## src/rtl/instruction_cache_param.sv

```systemverilog
// Direct-mapped, read-only instruction cache with flush and miss latching.
// Define ICACHE_PERF_CNT_EN to enable the saturating hit/miss counters.
module instruction_cache_param #(
  parameter int ADDR_WIDTH      = 10,
  parameter int WORD_WIDTH      = 32,
  parameter int WORDS_PER_BLOCK = 4,
  parameter int NUM_SETS        = 8,
  localparam int BYTE_BITS = $clog2(WORD_WIDTH / 8),
  localparam int WSEL_BITS = $clog2(WORDS_PER_BLOCK),
  localparam int OFF_BITS  = WSEL_BITS + BYTE_BITS,
  localparam int IDX_BITS  = $clog2(NUM_SETS),
  localparam int TAG_BITS  = ADDR_WIDTH - OFF_BITS - IDX_BITS,
  localparam int BLK_W     = WORD_WIDTH * WORDS_PER_BLOCK
) (
  input  logic                       clock,
  input  logic                       reset,
  input  logic                       cpuREAD,
  input  logic [ADDR_WIDTH-1:0]      cpuADDRESS,
  input  logic                       cpuFLUSH,
  output logic [WORD_WIDTH-1:0]      cpuREADINSTR,
  output logic                       cpuBUSYWAIT,
  output logic                       imemREAD,
  output logic [ADDR_WIDTH-OFF_BITS-1:0] imemADDRESS,
  input  logic [BLK_W-1:0]           imemREADINSTRBLCK,
  input  logic                       imemBUSYWAIT,
  output logic [31:0]                hitCount,
  output logic [31:0]                missCount
);

  typedef enum logic [1:0] {
    IDLE,
    MEM_READ,
    UPDATE
  } state_t;

  state_t state_q, state_d;

  logic [NUM_SETS-1:0] valid_q;
  logic [TAG_BITS-1:0] tag_q [NUM_SETS];
  logic [BLK_W-1:0]    data_q [NUM_SETS];
  logic [BLK_W-1:0]    blk_q;
  logic [ADDR_WIDTH-OFF_BITS-1:0] blkaddr_q;
  logic                imem_rd_q;
  logic                flush_pend_q;

  logic [IDX_BITS-1:0]  idx;
  logic [TAG_BITS-1:0]  tag;
  logic [WSEL_BITS-1:0] wsel;
  logic [BLK_W-1:0]     line;
  logic [WORD_WIDTH-1:0] word;
  logic [IDX_BITS-1:0]  fill_idx;
  logic [TAG_BITS-1:0]  fill_tag;
  logic                 hit;
  logic                 start_miss;
  logic                 flush_all;
  logic                 unused_addr;

  assign idx  = cpuADDRESS[OFF_BITS +: IDX_BITS];
  assign tag  = cpuADDRESS[ADDR_WIDTH-1 -: TAG_BITS];
  assign wsel = cpuADDRESS[BYTE_BITS +: WSEL_BITS];
  assign line = data_q[idx];
  assign word = line[int'(wsel) * WORD_WIDTH +: WORD_WIDTH];
  assign unused_addr = ^cpuADDRESS;

  assign fill_idx = blkaddr_q[IDX_BITS-1:0];
  assign fill_tag = blkaddr_q[IDX_BITS +: TAG_BITS];

  assign hit = (state_q == IDLE) && cpuREAD &&
               valid_q[idx] && (tag_q[idx] == tag);

  assign imemREAD    = imem_rd_q;
  assign imemADDRESS = blkaddr_q;

  // Next state, CPU-facing outputs and miss/flush decisions.
  always_comb begin
    state_d      = state_q;
    cpuBUSYWAIT  = 1'b1;
    cpuREADINSTR = '0;
    start_miss   = 1'b0;
    flush_all    = 1'b0;
    unique case (state_q)
      IDLE: begin
        flush_all = cpuFLUSH;
        if (hit) begin
          cpuBUSYWAIT  = 1'b0;
          cpuREADINSTR = word;
        end else if (!cpuREAD) begin
          cpuBUSYWAIT = 1'b0;
        end else if (!cpuFLUSH) begin
          start_miss = 1'b1;
          state_d    = MEM_READ;
        end
      end
      MEM_READ: begin
        if (!imemBUSYWAIT) state_d = UPDATE;
      end
      UPDATE: begin
        flush_all = flush_pend_q || cpuFLUSH;
        state_d   = IDLE;
      end
      default: state_d = IDLE;
    endcase
    if (reset) begin
      cpuBUSYWAIT  = 1'b1;
      cpuREADINSTR = '0;
    end
  end

  // Control state: FSM, valid bits, memory request and pending flush.
  always_ff @(posedge clock or posedge reset) begin
    if (reset) begin
      state_q      <= IDLE;
      valid_q      <= '0;
      imem_rd_q    <= 1'b0;
      blkaddr_q    <= '0;
      flush_pend_q <= 1'b0;
    end else begin
      state_q <= state_d;
      if (start_miss) begin
        blkaddr_q <= {tag, idx};
        imem_rd_q <= 1'b1;
      end
      if (state_q == MEM_READ && !imemBUSYWAIT) begin
        imem_rd_q <= 1'b0;
      end
      if (state_q == UPDATE) begin
        flush_pend_q <= 1'b0;
      end else if (state_q == MEM_READ && cpuFLUSH) begin
        flush_pend_q <= 1'b1;
      end
      if (state_q == UPDATE) begin
        valid_q[fill_idx] <= 1'b1;
      end
      if (flush_all) begin
        valid_q <= '0;
      end
    end
  end

  // Block capture and line write; contents are qualified by valid_q.
  always_ff @(posedge clock) begin
    if (state_q == MEM_READ && !imemBUSYWAIT) begin
      blk_q <= imemREADINSTRBLCK;
    end
    if (state_q == UPDATE) begin
      data_q[fill_idx] <= blk_q;
      tag_q[fill_idx]  <= fill_tag;
    end
  end

`ifdef ICACHE_PERF_CNT_EN
  logic [31:0] hit_cnt_q;
  logic [31:0] miss_cnt_q;

  // Saturating hit/miss counters, cleared only by reset.
  always_ff @(posedge clock or posedge reset) begin
    if (reset) begin
      hit_cnt_q  <= '0;
      miss_cnt_q <= '0;
    end else begin
      if (hit && hit_cnt_q != '1) begin
        hit_cnt_q <= hit_cnt_q + 32'd1;
      end
      if (start_miss && miss_cnt_q != '1) begin
        miss_cnt_q <= miss_cnt_q + 32'd1;
      end
    end
  end

  assign hitCount  = hit_cnt_q;
  assign missCount = miss_cnt_q;
`else
  assign hitCount  = '0;
  assign missCount = '0;
`endif

endmodule

```

## config.mk

```make
export PLATFORM = sky130hd
export DESIGN_NAME = instruction_cache_param
export DESIGN_NICKNAME = d
export VERILOG_FILES = /design/src/rtl/instruction_cache_param.sv
export SDC_FILE = /design/constraint.sdc
export NUM_CORES = 1
export LEC_CHECK = 0
export BUFFER_PORTS_ARGS = -buffer_cell sky130_fd_sc_hd__buf_2
export CAP_MARGIN = 30
export CORE_ASPECT_RATIO = 0.9
export CORE_MARGIN = 2
export CORE_UTILIZATION = 30
export DETAILED_ROUTE_END_ITERATION = 12
export SYNTH_ARGS = -nofsm -noshare
export SYNTH_HDL_FRONTEND = slang
export SYNTH_SLANG_ARGS = --single-unit
```

## constraint.sdc

```tcl
create_clock -name clock -period 13.35 [get_ports clock]
set_clock_uncertainty 0.15 [all_clocks]
set_input_delay 2.67 -clock clock [delete_from_list [all_inputs] [get_ports clock]]
set_output_delay 2.67 -clock clock [all_outputs]
set_load 0.01 [all_outputs]
```

==> flow_metrics.tcl <==
set metrics [dict create \
    place_ws_ns 3.975 \
    row_count 135 \
    antenna_found_initial 18 \
    cp_top_family "buffers and inverters" \
    post_cts_buffers 0 \
    cts_resized 0 \
    die_area_um2 153600 \
    yosys_register_bits 1194 \
    rsz0062_at_grt "no" \
    critPathArrivalTime_ns 6.43 \
    nets 2302 \
    cp.required_ns 10.53 \
    cts_root_buf "clkbuf_16" \
    via_per_inst 4.696 \
    avgRoutedWirePerCell_um 23.96 \
    yosysWarnings 0 \
    die_width_um 412.9 \
    synth_top_area_frac 0.7821 \
    wirelength_um 101800 \
    maxCapViolations 0 \
    p_switching_uw 1776 \
    hold_viol_final 0 \
    p_int_uw 6438 \
    slew_headroom 0.3198 \
    period_share 0.6927 \
    htreeDepth 4 \
    fin_hold_ws_ns 0.3353 \
    crit_path_end_kind "primary output" \
    cts_tree "yes" \
    clock-sinks 1194 \
    netlist_area_um2 45150 \
    status "finished clean" \
    synth_common_cells "edfxtp_1, mux4_2, buf_4" \
    grt_pass1_wl_um 145200 \
    num_vias 19960 \
    synth.distinct_cells 32 \
    avgSynthCellArea_um2 23.71 \
    sw_frac_of_total 0.2163 \
    drtAntennaViolNets 0 \
    crit_type "in -> out" \
    ys.flop_type "edfxtp_1" \
    core_area_um2 150000 \
    fin_crit_ns 9.247 \
    drc_errors 0 \
    drv_slew 0 \
    max_stage_delay_ns 0.84 \
    insertion_delay_ns 0.77 \
    numPortBuffers 180 \
    grt_max_degree 116 \
    fmax_mhz 108.1 \
    grt_pass1_vias 20830 \
    cp_slowest_cell "buf_4" \
    final_cells 4249 \
    ctsHoldBuffers 0 \
    synth_most_common_cell "edfxtp_1" \
    cp_max_fo 94 \
    max_slew.worst_pin.slew_ns 1.020 \
    yosys.area.top_type "edfxtp_1" \
    area_growth_syn_to_layout_pct 16.27 \
    p_seq_frac 0.523 \
    cp_common_cell "a211oi_1" \
    combPwrFrac 0.048 \
    io_pins 247 \
    p_clk_frac 0.429 \
    gp_congestion 0.6726 \
    die_h_um 372.0 \
    overflow 0 \
    drtIter0Drc 1582 \
    clk_pin_slew_ns 0.05 \
    drive_gt1_frac 0.3162 \
    clock_path_buffers 3 \
    power_density_nw_per_um2 156.5 \
    firstDrtPassIters 5 \
    leakage_uw 0.01664 \
    start_kind "input port" \
    vdd_drop_max_mv 0.09050 \
    worst_slack_ns 4.103 \
    finalPower_uw 8214 \
    async_flop_share 0.01508 \
    setup_tns_ns 0 \
    yosysSeqAreaShare 0.7921 \
    holdCritPathClass "reg -> reg" \
    setup_viol 0 \
    grt_use_total 0.1323 \
    synth_edf_count 1176 \
    start_util 0.3010 \
    synth_cells 1904 \
    synthTopCellsByArea "edfxtp_1, mux4_2, buf_4" \
    dpl.hpwl_um 54790 \
    cp_cell_sequence "buf_8 -> buf_12 -> buf_4 -> mux4_2 -> nor2b_1 -> a211oi_1 -> a211oi_1 -> a21oi_1 -> nor2_1 -> buf_2" \
    placed_cells 4012 \
    cts_buffers 131 \
    path_buf_inv 4 \
]
==> final timing paths <==
path | startpoint | endpoint | slack [ns] | cells past startpoint
min in group asynchronous | reset | state_q[1]$_DFFE_PP0P_ | 1.92 | 2
setup / recovery | cpuADDRESS[4] | cpuREADINSTR[30] | 4.10 | 10
max in group asynchronous | reset | valid_q[1]$_DFFE_PP0P_ | 10.59 | 2
hold / removal | valid_q[7]$_DFFE_PP0P_ | valid_q[7]$_DFFE_PP0P_ | 0.34 | 1
setup reg to reg | state_q[1]$_DFFE_PP0P_ | data_q[0][53]$_DFFE_PP_ | 9.10 | 5
hold reg to reg | valid_q[7]$_DFFE_PP0P_ | valid_q[7]$_DFFE_PP0P_ | 0.34 | 1
==> flip-flops by register name (all words and copies together), names as in the netlist <==
signal / flops
valid_q: 8
tag_q: 24
blk_q: 128
state_q: 2
imemREAD: 1
data_q: 1024
flush_pend_q: 1
imemADDRESS: 6
==> cell families after synthesis <==
group | count (synthesis) | synth area share
multiplexers | 344 | 0.1577
XOR/XNOR | 3 | 0.0005820
AND/OR/NAND/NOR | 89 | 0.01059
buffers and inverters | 165 | 0.02303
other | 1 | 0.00008306
AO/OA/AOI/OAI | 108 | 0.01596
flip-flops | 1194 | 0.7921
==> through the flow <==
stage | util | area, um2
floorplan | - | 45390
global placement | 0.3211 | 48160
detailed placement | 0.3216 | 48240
CTS | 0.3500 | 52490
global route | 0.3500 | 52490
finish | 0.3500 | 52500
==> power groups by stage <==
| stage | Combinational (uW) | Clock [uW] | Sequential [uW] |
|---|---|---|---|
| 2_1_floorplan | 261 | 0 | 4370 |
| 3_3_place_gp | 401 | 0 | 4360 |
| 3_5_place_dp | 406 | 0 | 4370 |
| 4_1_cts | 408 | 3630 | 4290 |
| 5_1_grt | 429 | 3770 | 4300 |
| 6_report | 395 | 3530 | 4290 |
==> placed cells by master, fill, tap and decap left out, drive strengths merged, types with 34 or more instances in the layout <==
cell | synthesis | routed
edfxtp | 1176 | 1176
mux4 | 293 | 293
buf | 117 | 220
clkbuf | 45 | 164
a211oi | 64 | 64
conb | 1 | 64
clkinv | 0 | 50
mux2i | 44 | 44
nor2 | 39 | 39
a21oi | 34 | 34
==> cell type report <==
class	count	area (um2)
fillers	13670	97500
flip-flops and latches	1194	35760
multi-input cells	608	8660
clock buffers	163	3482
well taps	1986	2485
repair buffers	221	1320
clock inverters	72	769.5
inverters	3	11.26
diodes	2	5.005
==> routing by layer <==
layer / wire length [um] / vias to the layer above / share of wire / global-route usage
li1: - / 8463 / - / -
met1: 45860 / 10700 / 0.45 / 0.1847
met2: 47320 / 610 / 0.46 / 0.2036
met3: 6322 / 170 / 0.062 / 0.03415
met4: 2256 / 10 / 0.022 / 0.03888
met5: 59 / - / 0.00058 / 0
Power figures use the tool's default switching activity.
